[src/rtl/seq_addsub16_pkg.sv]
// Shared widths and controller state encodings for the nibble-serial add/subtract unit.
package seq_addsub16_pkg;

  localparam int WORD_W  = 16;
  localparam int NIB_W   = 4;
  localparam int N_STEPS = 4;
  localparam int CNT_W   = 2;

  localparam logic [CNT_W-1:0] LAST_STEP = CNT_W'(N_STEPS - 1);

  typedef enum logic [1:0] {
    ST_IDLE = 2'd0,
    ST_RUN  = 2'd1,
    ST_DONE = 2'd2
  } state_e;

endpackage

[src/rtl/seq_addsub16_nibble_adder_c.sv]
// 4-bit ripple adder exposing both the carry into bit 3 and the carry out,
// so the caller can derive signed overflow on the top nibble.
module nibble_adder_c
  import seq_addsub16_pkg::*;
(
  input  logic [NIB_W-1:0] a,
  input  logic [NIB_W-1:0] b,
  input  logic             cin,
  output logic [NIB_W-1:0] s,
  output logic             cout,
  output logic             c3
);

  logic [3:0] low_sum;
  logic [1:0] top_sum;

  // Split at bit 3 so the internal carry is observable without a second adder.
  assign low_sum = {1'b0, a[2:0]} + {1'b0, b[2:0]} + {3'b000, cin};
  assign c3      = low_sum[3];
  assign top_sum = {1'b0, a[3]} + {1'b0, b[3]} + {1'b0, c3};
  assign s       = {top_sum[0], low_sum[2:0]};
  assign cout    = top_sum[1];

endmodule

[src/rtl/seq_addsub16.sv]
// 16-bit add/subtract computed over four cycles through one shared nibble adder,
// least significant nibble first.
module seq_addsub16
  import seq_addsub16_pkg::*;
(
  input  logic              clk,
  input  logic              rst_n,
  input  logic              start,
  input  logic [WORD_W-1:0] a,
  input  logic [WORD_W-1:0] b,
  input  logic              is_sub,
  output logic              busy,
  output logic              done,
  output logic [WORD_W-1:0] sum,
  output logic              ovfl
);

  state_e              state_q, state_d;
  logic [CNT_W-1:0]    cnt_q;
  logic                carry_q;
  logic                sub_q;
  logic                ovfl_q;
  logic [WORD_W-1:0]   a_q, b_q, sum_q;
  logic                accept;

  logic [NIB_W-1:0]    a_nibs [N_STEPS];
  logic [NIB_W-1:0]    b_nibs [N_STEPS];
  logic [NIB_W-1:0]    add_a, add_b, add_s;
  logic                add_cout, add_c3;

  genvar gi;
  generate
    for (gi = 0; gi < N_STEPS; gi++) begin : g_nib
      assign a_nibs[gi] = a_q[gi*NIB_W +: NIB_W];
      assign b_nibs[gi] = b_q[gi*NIB_W +: NIB_W];
    end
  endgenerate

  // Subtraction is A + ~B + 1; the +1 comes from the carry preset at accept.
  assign add_a = a_nibs[cnt_q];
  assign add_b = b_nibs[cnt_q] ^ {NIB_W{sub_q}};

  nibble_adder_c u_nib (
    .a    (add_a),
    .b    (add_b),
    .cin  (carry_q),
    .s    (add_s),
    .cout (add_cout),
    .c3   (add_c3)
  );

  always_comb begin
    state_d = state_q;
    accept  = 1'b0;
    case (state_q)
      ST_IDLE: begin
        if (start) begin
          accept  = 1'b1;
          state_d = ST_RUN;
        end
      end
      ST_RUN: begin
        if (cnt_q == LAST_STEP) state_d = ST_DONE;
      end
      ST_DONE: begin
        if (start) begin
          accept  = 1'b1;
          state_d = ST_RUN;
        end else begin
          state_d = ST_IDLE;
        end
      end
      default: state_d = ST_IDLE;
    endcase
  end

  always_ff @(posedge clk or negedge rst_n) begin
    if (!rst_n) begin
      state_q <= ST_IDLE;
      cnt_q   <= '0;
      carry_q <= 1'b0;
      sub_q   <= 1'b0;
      ovfl_q  <= 1'b0;
      a_q     <= '0;
      b_q     <= '0;
      sum_q   <= '0;
    end else begin
      state_q <= state_d;
      if (accept) begin
        a_q     <= a;
        b_q     <= b;
        sub_q   <= is_sub;
        cnt_q   <= '0;
        carry_q <= is_sub;
        sum_q   <= '0;
      end else if (state_q == ST_RUN) begin
        sum_q[cnt_q*NIB_W +: NIB_W] <= add_s;
        carry_q <= add_cout;
        cnt_q   <= cnt_q + 1'b1;
        // On the top nibble, c3 is the carry into bit 15; carry out of 15 is dropped.
        if (cnt_q == LAST_STEP) ovfl_q <= add_c3 ^ add_cout;
      end
    end
  end

  assign busy = (state_q == ST_RUN);
  assign done = (state_q == ST_DONE);
  assign sum  = sum_q;
  assign ovfl = ovfl_q;

endmodule

[config.mk]
export PLATFORM = sky130hd
export DESIGN_NAME = seq_addsub16
export DESIGN_NICKNAME = d
export VERILOG_FILES = /design/src/rtl/seq_addsub16_pkg.sv /design/src/rtl/seq_addsub16_nibble_adder_c.sv /design/src/rtl/seq_addsub16.sv
export SDC_FILE = /design/constraint.sdc
export NUM_CORES = 1
export LEC_CHECK = 0
export BUFFER_PORTS_ARGS = -buffer_cell sky130_fd_sc_hd__buf_2
export CORE_UTILIZATION = 40
export DETAILED_ROUTE_END_ITERATION = 8
export GPL_TIMING_DRIVEN = 0
export HOLD_SLACK_MARGIN = 0.12
export PLACE_DENSITY = 0.7
export SLEW_MARGIN = 20
export SYNTH_ARGS = -nofsm -noshare
export SYNTH_HDL_FRONTEND = slang
export SYNTH_SLANG_ARGS = --single-unit
[constraint.sdc]
create_clock -name clk -period 2.9 [get_ports clk]
set_clock_uncertainty 0.05 [all_clocks]
set_input_delay 0.58 -clock clk [delete_from_list [all_inputs] [get_ports clk]]
set_output_delay 0.58 -clock clk [all_outputs]
set_load 0.005 [all_outputs]
==> Yosys cells after proc, flatten, opt, wreduce, memory -nomap -nowiden <==
Cells that the tools add are included.
{ "totals": {"register_bits": 55, "input_bits": 36, "out_inout_bits": 19} }
{ "op_classes": {"addsub": 6, "magnitude_cmp": 1, "eq_ne": 5, "n_shift": 2, "n_mux": 19, "bitwise": 4, "reduce_logical": 5} }
{ "op_table": {"columns": ["operator", "count"], "rows": [
  ["$neg A4 Y34", 1],
  ["$shift A4 B34 Y16 const A", 1],
  ["$shiftx A4 B34 Y16", 1],
  ["$mux W16", 2],
  ["$bmux W4 S2", 2],
  ["$bwmux W16", 1],
  ["$mux W4", 4],
  ["$mux W2", 4],
  ["$pmux W2 S3", 1],
  ["$mux W1", 5],
  ["$add A3 B3 Y4", 1],
  ["$add A4 B1 Y4", 1],
  ["$eq A2 B2 Y1 const B", 2],
  ["$xor A4 B4 Y4", 1],
  ["$ge A3 B3 Y1 const B", 1],
  ["$not A2 Y3", 1],
  ["$reduce_and A3 Y1", 1],
  ["$add A1 B1 Y2", 1],
  ["$add A2 B1 Y2", 1],
  ["$add A2 B1 Y2 const B", 1],
  ["$eq A2 B1 Y1 const B", 1],
  ["$logic_not A2 Y1", 1],
  ["$ne A2 B1 Y1 const B", 1],
  ["$ne A2 B2 Y1 const B", 1],
  ["5 further kinds", 5]
]} }

==> Longest topological paths before layout <==
Gate-level depths: netlist of run 1.
{ "depth": {"word_depth": 12, "depth_mapped": 10} }

==> Hierarchy <==
Synthesis of run 1 repeated with hierarchy kept, for this count alone.
{ "hier_totals": {"cells_unflattened": 262, "hier_area_um2": 2691.3} }
{ "modules_own_cells": {"columns": ["module", "instances", "cells_each", "area_each_um2", "seq_area_each_um2"], "rows": [
  ["seq_addsub16", 1, 241, 2534.9, 1376.3],
  ["nibble_adder_c", 1, 21, 156.4, 0.0]
]} }

==> Worst setup path before layout of run 1 <==
Ideal clock, no wire load.
{ "synth_timing": {"path_type": "flip-flop to flip-flop", "startpoint": "register cnt_q[0]", "endpoint": "register ovfl_q (netlist: ovfl)", "setup_ns": 0.082, "arrival_time_ns": 2.813, "required_ns": 2.768, "path_slack_ns": -0.045, "path_stages_with_launch": 10, "cell_sequence": "dfrtp_1 buf_6 mux4_1 xnor2_1 fa_1 and3b_1 nor2_1 fa_1 or3_1 a31oi_1"} }
{ "synth_via": {"elab_chain_len": 9, "elab_cells_between_ends": 15, "cone_classes": "add/sub (4); eq/ne (1); mux (6); bitwise (3); reduce/logical (1)"} }
{ "synth_rtl": {"columns": ["element", "line_no", "source"], "rows": [
  ["start, declared", "seq_addsub16.sv:19", "logic [CNT_W-1:0] cnt_q;"],
  ["start signal, assigned", "seq_addsub16.sv:99", "cnt_q <= cnt_q + 1'b1;"],
  ["$not A2 Y3 (implied by the code)", "seq_addsub16.sv:40, seq_addsub16.sv:41", null],
  ["$bmux W4 S2", "seq_addsub16.sv:41", "assign add_b = b_nibs[cnt_q] ^ {NIB_W{sub_q}};"],
  ["$mux W4 (implied by the code) (2 in a row)", "seq_addsub16.sv:41", null],
  ["$xor A4 B4 Y4", "seq_addsub16.sv:41", null],
  ["$add A3 B3 Y4", "seq_addsub16_nibble_adder_c.sv:18", "assign low_sum = {1'b0, a[2:0]} + {1'b0, b[2:0]} + {3'b000, cin};"],
  ["$add A4 B1 Y4", "seq_addsub16_nibble_adder_c.sv:18", null],
  ["$add A2 B1 Y2", "seq_addsub16_nibble_adder_c.sv:20", "assign top_sum = {1'b0, a[3]} + {1'b0, b[3]} + {1'b0, c3};"],
  ["$xor A1 B1 Y1", "seq_addsub16.sv:101", "if (cnt_q == LAST_STEP) ovfl_q <= add_c3 ^ add_cout;"],
  ["end signal, assigned", "seq_addsub16.sv:101", null],
  ["end, declared", "seq_addsub16.sv:22", "logic ovfl_q;"]
]} }
Several ways; a longest one is shown, not always the timed one. The select of a mux whose other input is x is not followed.
A chain may end at the register's enable or synchronous reset.

==> Worst setup path in the final report of run 1 <==
Same ends and word-level chain as after synthesis.

==> results of run 1 <==
==> power breakdown <==
part,internal (mW),leakage (nW),switching (mW),total [mW]
Sequential,1.10,0.702,0.178,1.28
Combinational,1.20,0.915,1.28,2.48
Clock,0.170,0.0412,0.251,0.420
==> registers in the layout (all words and copies together), names as in the netlist <==
name / flops
a_q: 16
b_q: 16
carry_q: 1
cnt_q: 2
ovfl: 1
state_q: 2
sub_q: 1
sum: 16
==> synthesized netlist by cell type <==
master     instances  area share
xnor2_1            2      0.0068
and3b_2            1      0.0039
a21oi_1            3      0.0059
o2bb2ai_1         14       0.048
buf_1              1      0.0015
buf_6              1      0.0044
o211ai_1           1      0.0029
nand2_1          100        0.15
ha_1               6       0.029
a2bb2o_1           2      0.0078
o21ai_0            3      0.0059
inv_1              8       0.012
buf_2              6       0.012
dfrtp_1           55        0.54
mux4_1             6       0.061
o31ai_1            1      0.0029
and3b_1            1      0.0034
nor2_1             4      0.0059
fa_1               3       0.023
mux4_2             2       0.018
or4_4              1      0.0044
xor2_1             3       0.010
buf_12             1      0.0078
a21o_1             1      0.0029
nand3_1            5      0.0098
a31oi_1            1      0.0024
and2b_2            1      0.0034
clkbuf_1           3      0.0044
and4bb_2           1      0.0049
or3_1              1      0.0024
and2b_1            1      0.0029
nand2b_1           2      0.0049
nand2_2            1      0.0024
==> cell families after synthesis <==
group	after synthesis
simple gates	119
flops	55
compound gates	26
buf+inv	20
fa+ha+maj	9
mux	8
xor+xnor	5
==> worst paths after layout <==
| path | from | end | slack (ns) |
|---|---|---|---|
| min reg2reg | b_q[6]$_DFFE_PN0P_ | b_q[6]$_DFFE_PN0P_ | 0.43 |
| max reg2reg | cnt_q[0]$_DFFE_PN0P_ | ovfl$_DFFE_PN0P_ | 0.02 |
| max | cnt_q[0]$_DFFE_PN0P_ | ovfl$_DFFE_PN0P_ | 0.02 |
| min in group clk | a[2] | a_q[2]$_DFFE_PN0P_ | 0.40 |
| max in group asynchronous | rst_n | a_q[1]$_DFFE_PN0P_ | 2.09 |
| min | rst_n | sum[15]$_DFFE_PN0P_ | 0.25 |
==> metrics by stage <==
stage	cell area [um2]	utilization	total power [mW]	setup WS (ns)	setup TNS, ns
2_1_floorplan	2570	-	2.72	0.00164	0
3_3_place_gp	2930	0.484	3.32	-0.135	-0.135
3_5_place_dp	2930	0.484	3.40	-0.174	-0.177
4_1_cts	3070	0.507	4.01	0.00725	0
5_1_grt	3100	0.512	4.54	-0.0565	-0.0565
6_report	3100	0.512	4.18	0.0231	0
==> metal layers <==
metal / share of wire / wire length, um / vias to the layer above
met5: 0 / 0 / -
met1: 0.47 / 2720 / 921
met3: 0.044 / 253 / 6
met2: 0.47 / 2700 / 55
met4: 0.011 / 61 / 0
li1: - / - / 942
==> what timing repair did <==
item,4_1_cts,5_1_grt
pin swaps,3,3
gates resized for setup,4,3
endpoints found under the setup margin,5,7
gates cloned,0,0
setup buffers,5,3
==> layout make-up <==
cell class	count	area [um2]	area share
multi-input combinational	167	1100	0.356
clock inverter	2	12.5	0.00404
clock buffer	6	72.6	0.0234
sequential	55	1380	0.444
buffer	12	78.8	0.0254
inverter	8	30.0	0.00969
timing repair buffer	62	333	0.107
tap	75	93.8	0.0303
==> out/results.ini, run 1 <==
[outcome]
outcome = finished clean

[synthesis]
synth_mux_area_frac = 0.0790
synth_compound_area_frac = 0.0785
synthesis.nets = 287
synth_xor_area_frac = 0.0171
syn_inst = 242
yosysWarningCount = 0
netlist_area_um2 = 2560
synth.distinct_cells = 33
syn_avg_cell_area_um2 = 10.6
synth_adder_area_share = 0.0527
synthSimpleGateAreaFrac = 0.195
ys_seq_area_frac = 0.537
synth_top_family_by_area = simple AND/OR/NAND/NOR gates
ys_seq_elements = 55

[critical_path]
critPathMaxStageDelay_ns = 0.58
crit_family = adder cells
path_buf_inv = 1
critPathMaxFanout = 5
critical_path_arrival_ns = 3.06
cp.depth = 9
path_cells = buf_6 > mux4_1 > xor2_1 > ha_1 > and3b_1 > nor2_2 > fa_2 > or3_1 > a31oi_1
crit_required_ns = 3.09
rr_worst_depth = 9
critPathLaunchType = flip-flop
crit_type = flip-flop to flip-flop
critPathSlowestCell = mux4_1
endpoint_kind = flip-flop

[sta]
report.final.hold_viol_count = 0
slew_viol_final = 0
tightest_slew_ns = 0.693
maxSlewHeadroom = 0.538
fmax_mhz = 348
setup_viol = 0
rsz0062_at_grt = yes
timing.final.crit_share = 0.992
worst_hold_slack_ns = 0.253
period_needed_ns = 2.88

[global_routing]
met3_usage = 0.0367
grt_util_met2 = 0.308
busiest_layer = met2
grt-ovfl-total = 0
grtUsageMet1 = 0.273
grt_pass1_wl_um = 9700
grt_pass1_vias = 1992
grt.total_usage = 0.194
grt_start_max_net_pins = 56
antenna_found_initial = 0

[clocking]
root_buffer = clkbuf_8
clkSinkCount = 55
clk_latency_ns = 0.32
cts_buffers = 5
cts_hold_buf = 0
ctsLongestPathBuffers = 2
htree_levels = 2
clkTransAtPathRegs_ns = 0.10
cts_tree = yes

[power_and_ir_drop]
ir_worst_vdd_v = 0.000630
power_density_nw_per_um2 = 1350
power_leakage_nw = 1.66

[final_layout]
layout_commonest_cell = nand2_1
nFillCells = 566
fin_cells = 387
areaGrowthSynthToFinish_pct = 20.9
drive_gt1_frac = 0.292
nets = 356
layout_common_cells = nand2_1 (100), buf_2 (58), dfrtp_1 (55)
antenna_cells = 0

[min_path]
hp-class = input pin to asynchronous set/reset pin

[detailed_routing]
drt_wl_total_um = 5740
vias = 1924
drt-pass1-iter-count = 4
drtIter0Drc = 150
drc_errors = 0
post_drt_via_cell_ratio = 4.97
drtAntennaViolNets = 0
wire_per_inst_um = 14.8

[floorplan]
start_util = 0.423
num_rows = 28
fp.dieW_um = 82.1
pin_count = 55
core_area_um2 = 6060
die_h_um = 82.1
dieArea_um2 = 6740

[place]
dp.cells = 371
dp.final_hpwl_um = 3890
port_buffers = 54
gp_congestion = 0.790

[run]
max_cap_violations = 0

Note: power is estimated with default switching activity, not from simulation.
==> inputs of run 2 (changes only) <==
CORE_MARGIN = 5   (was not set)
PLACE_DENSITY = not set   (was 0.7)
PLACE_DENSITY_LB_ADDON = 0.3   (was not set)
==> out/results.ini, run 2 (synthesis gave the netlist of run 1 again) <==
[outcome]
outcome = finished, violations left
violations = setup timing

[sta]
tightest_slew_ns = 0.679
period_needed_ns = 2.96
slew_viol_final = 0
maxSlewHeadroom = 0.547
timing.final.crit_share = 1.02
worst_hold_slack_ns = 0.269
setup_viol = 1
report.final.hold_viol_count = 0
fmax_mhz = 337
postLayoutSetupSlackWorst_ns = -0.0638
rsz0062_at_grt = yes

[global_routing]
antenna_found_initial = 0
grt_pass1_vias = 1943
grt.total_usage = 0.140
grt-ovfl-total = 0
grt_pass1_wl_um = 9250
grt_start_max_net_pins = 56

[floorplan]
pin_count = 55
num_rows = 29
die_h_um = 90.1
dieArea_um2 = 8110
fp.dieW_um = 90.1
start_util = 0.409
core_area_um2 = 6280

[power_and_ir_drop]
seqPwrFrac = 0.307
p_int_mw = 2.50
pwr-share-comb = 0.565
ir_worst_vdd_v = 0.000673
power.share.switching = 0.400
p_switching_mw = 1.67
power_leakage_nw = 1.67
power_density_nw_per_um2 = 1330
clkPwrFrac = 0.128

[place]
gp_congestion = 0.794
placed_area_um2 = 2940
port_buffers = 54
dp.final_hpwl_um = 3970

[critical_path]
endpoint_kind = flip-flop
r2r-end = ovfl$_DFFE_PN0P_
crit_required_ns = 3.08
r2r-start = cnt_q[0]$_DFFE_PN0P_
crit_type = flip-flop to flip-flop
regToRegSetupSlack_ns = -0.06
cp-startpoint = cnt_q[0]$_DFFE_PN0P_
critPathMaxFanout = 5
rr_worst_depth = 9
endpoint = ovfl$_DFFE_PN0P_
critical_path_arrival_ns = 3.14
critPathLaunchType = flip-flop

[final_layout]
drive_gt1_frac = 0.293
areaGrowthSynthToFinish_pct = 22.0
stdcell_area_um2 = 3130
multi_input_area_um2 = 1100
regArea_um2 = 1380
layout_commonest_cell = nand2_1
nFillCells = 606
layout_common_cells = nand2_1 (100), buf_2 (58), dfrtp_1 (55)
antenna_cells = 0
nets = 355

[clocking]
root_buffer = clkbuf_8
clk_latency_ns = 0.30
cts_hold_buf = 0
clkSinkCount = 55
ctsLongestPathBuffers = 2
htree_levels = 2
cts_buffers = 5
clkTransAtPathRegs_ns = 0.10
cts_tree = yes

[detailed_routing]
post_drt_via_cell_ratio = 4.83
vias = 1875
drt_wl_total_um = 5580
wire_per_inst_um = 14.4
drc_errors = 0
drtIter0Drc = 44
drtAntennaViolNets = 0
drt-pass1-iter-count = 4

[run]
max_cap_violations = 0

[min_path]
hp-class = input pin to asynchronous set/reset pin

## run 2: per-layer routing
layer  GRT usage  part of all wire  up-vias
li1            -                 -      939
met1       0.187              0.46      883
met2       0.220              0.48       48
met3      0.0384             0.051        5
met4      0.0459            0.0081        0
met5           0                 0        -
## run 2: power by group through the flow
stage                     logic [mW]  registers [mW]  clock network [mW]
after CTS                       2.21            1.28               0.552
after global placement          2.06            1.28                   0
after floorplan                 1.46            1.25                   0
after detailed placement        2.10            1.29                   0
final                           2.35            1.28               0.532
after global routing            2.60            1.32               0.583
## run 2: stage by stage
| stage | setup TNS (ns) | worst slack, ns | cells | power, mW | util |
|---|---|---|---|---|---|
| after floorplan | 0 | 0.00164 | 242 | 2.72 | - |
| after global placement | -0.140 | -0.140 | 373 | 3.34 | 0.467 |
| after detailed placement | -0.316 | -0.191 | 373 | 3.39 | 0.468 |
| after CTS | -0.0227 | -0.0227 | 384 | 4.04 | 0.491 |
| after global routing | -0.163 | -0.139 | 388 | 4.50 | 0.499 |
| final | -0.0638 | -0.0638 | 388 | 4.16 | 0.499 |
## run 2: cell type report
cell class | count | area share
Inverter | 8 | 0.00959
Clock buffer | 6 | 0.0264
Multi-Input combinational cell | 167 | 0.352
Timing Repair Buffer | 61 | 0.104
Sequential cell | 55 | 0.440
Clock inverter | 2 | 0.0124
Tap cell | 77 | 0.0308
Buffer | 12 | 0.0252
## run 2: critical path: stages, from the launching register on
cell and delay, ns:
dfrtp_1 0.38, buf_6 0.14, mux4_2 0.55, xnor2_2 0.18
fa_2 0.39, and3b_2 0.26, nor2_2 0.05, fa_2 0.39
or3_1 0.35, a31oi_1 0.12
## run 2: worst min path at each step
stage | from | endpoint | slack [ns] | cells past startpoint
3_3_place_gp | b_q[11]$_DFFE_PN0P_ | b_q[11]$_DFFE_PN0P_ | 0.40 | 2
2_1_floorplan | rst_n | a_q[0]$_DFFE_PN0P_ | 0.23 | 0
6_report | rst_n | a_q[6]$_DFFE_PN0P_ | 0.27 | 1
4_1_cts | rst_n | a_q[6]$_DFFE_PN0P_ | 0.29 | 1
3_5_place_dp | b_q[6]$_DFFE_PN0P_ | b_q[6]$_DFFE_PN0P_ | 0.41 | 2
5_1_grt | rst_n | sum[7]$_DFFE_PN0P_ | 0.32 | 1
## run 2: what timing repair did
action                                  CTS  global route
gates cloned                              0             0
resized for setup                         2             5
setup buffers                             3             4
pin swaps                                 1             5
endpoints found under the setup margin    7             7
==> inputs of run 3 (changes only) <==
CORE_MARGIN = 4   (was 5)
SLEW_MARGIN = not set   (was 20)
==> out/results.ini, run 3 (synthesis gave the netlist of run 1 again) <==
[outcome]
outcome = finished, violations left
violations = setup timing

[floorplan]
core_area_um2 = 6060
dieArea_um2 = 7760
pin_count = 55
die_h_um = 88.1
start_util = 0.423
num_rows = 28
fp.dieW_um = 88.1

[final_layout]
nFillCells = 568
drive_gt1_frac = 0.300
areaGrowthSynthToFinish_pct = 21.7
layout_commonest_cell = nand2_1
layout_common_cells = nand2_1 (100), buf_2 (58), dfrtp_1 (55)
antenna_cells = 0
nets = 357

[clocking]
htree_levels = 2
clk_latency_ns = 0.31
cts_buffers = 5
ctsLongestPathBuffers = 2
cts_hold_buf = 0
cts_tree = yes
root_buffer = clkbuf_8
clkSinkCount = 55
clkTransAtPathRegs_ns = 0.11

[place]
dp.final_hpwl_um = 4010
gp_congestion = 0.805
port_buffers = 54

[global_routing]
grt-ovfl-total = 0
grt.total_usage = 0.156
grt_pass1_wl_um = 9300
grt_pass1_vias = 1975
grt_start_max_net_pins = 56
antenna_found_initial = 0

[detailed_routing]
wire_per_inst_um = 14.7
drtIter0Drc = 114
drt-pass1-iter-count = 4
post_drt_via_cell_ratio = 4.95
drtAntennaViolNets = 0
drt_wl_total_um = 5710
drc_errors = 0
vias = 1921

[sta]
report.final.hold_viol_count = 0
fmax_mhz = 342
timing.final.crit_share = 1.01
slew_viol_final = 0
worst_hold_slack_ns = 0.250
setup_viol = 1
rsz0062_at_grt = yes
tightest_slew_ns = 0.689
postLayoutSetupSlackWorst_ns = -0.0281
maxSlewHeadroom = 0.541
period_needed_ns = 2.93

[power_and_ir_drop]
power_density_nw_per_um2 = 1360
power_leakage_nw = 1.66
ir_worst_vdd_v = 0.000718
total_power_mw = 4.23

[critical_path]
regToRegSetupSlack_ns = -0.03
crit_type = flip-flop to flip-flop
endpoint_kind = flip-flop
critPathMaxFanout = 5
crit_required_ns = 3.08
critical_path_arrival_ns = 3.11
critPathLaunchType = flip-flop

[run]
max_cap_violations = 0

[min_path]
hp-class = input pin to asynchronous set/reset pin

## run 3: final cells by class
type / count / area (um2) / area share
Inverter: 8 / 30.0 / 0.00962
Timing Repair Buffer: 63 / 340 / 0.109
Clock inverter: 2 / 16.3 / 0.00521
Multi-Input combinational cell: 167 / 1110 / 0.356
Clock buffer: 6 / 72.6 / 0.0233
Sequential cell: 55 / 1380 / 0.441
Tap cell: 75 / 93.8 / 0.0301
Buffer: 12 / 78.8 / 0.0253
## run 3: repair_timing
action                     in CTS  in global routing
hold endpoints to repair        0                  0
buffers inserted                3                  6
pin swaps                       0                  8
setup endpoints to repair       7                  7
gates resized for setup         4                  5
## run 3: final timing paths
kind	start	cells past startpoint	endpoint
min in group clk	b[13]	3	b_q[13]$_DFFE_PN0P_
min reg2reg	a_q[4]$_DFFE_PN0P_	2	a_q[4]$_DFFE_PN0P_
max reg2reg	cnt_q[0]$_DFFE_PN0P_	9	ovfl$_DFFE_PN0P_
max in group asynchronous	rst_n	1	b_q[11]$_DFFE_PN0P_
min	rst_n	1	sum[6]$_DFFE_PN0P_
max	cnt_q[0]$_DFFE_PN0P_	9	ovfl$_DFFE_PN0P_
## run 3: power breakdown
group          internal [mW]  total (mW)  switching (mW)
registers               1.10        1.27           0.171
logic                   1.22        2.53            1.31
clock network          0.174       0.428           0.254
## run 3: critical path: stages (launching register included)
cell	delay [ns]
dfrtp_1	0.39
buf_6	0.14
mux4_2	0.53
xnor2_2	0.18
fa_2	0.39
and3b_1	0.25
nor2_2	0.05
fa_2	0.39
or3_1	0.35
a31oi_1	0.12
## run 3: metal layers
metal,global-route usage,wire (um),vias up
li1,-,-,941
met5,0,0,-
met3,0.0339,322,6
met2,0.264,2700,55
met4,0.0371,53,0
met1,0.205,2620,919
## run 3: stage by stage
step	worst slack (ns)	std cells	setup TNS, ns	util	area [um2]
after floorplan	0.00164	242	0	-	2570
after global placement	-0.147	371	-0.147	0.484	2930
after detailed placement	-0.180	371	-0.238	0.484	2930
after CTS	-0.0202	382	-0.0202	0.502	3040
after global routing	-0.120	388	-0.120	0.515	3120
final	-0.0281	388	-0.0281	0.515	3120
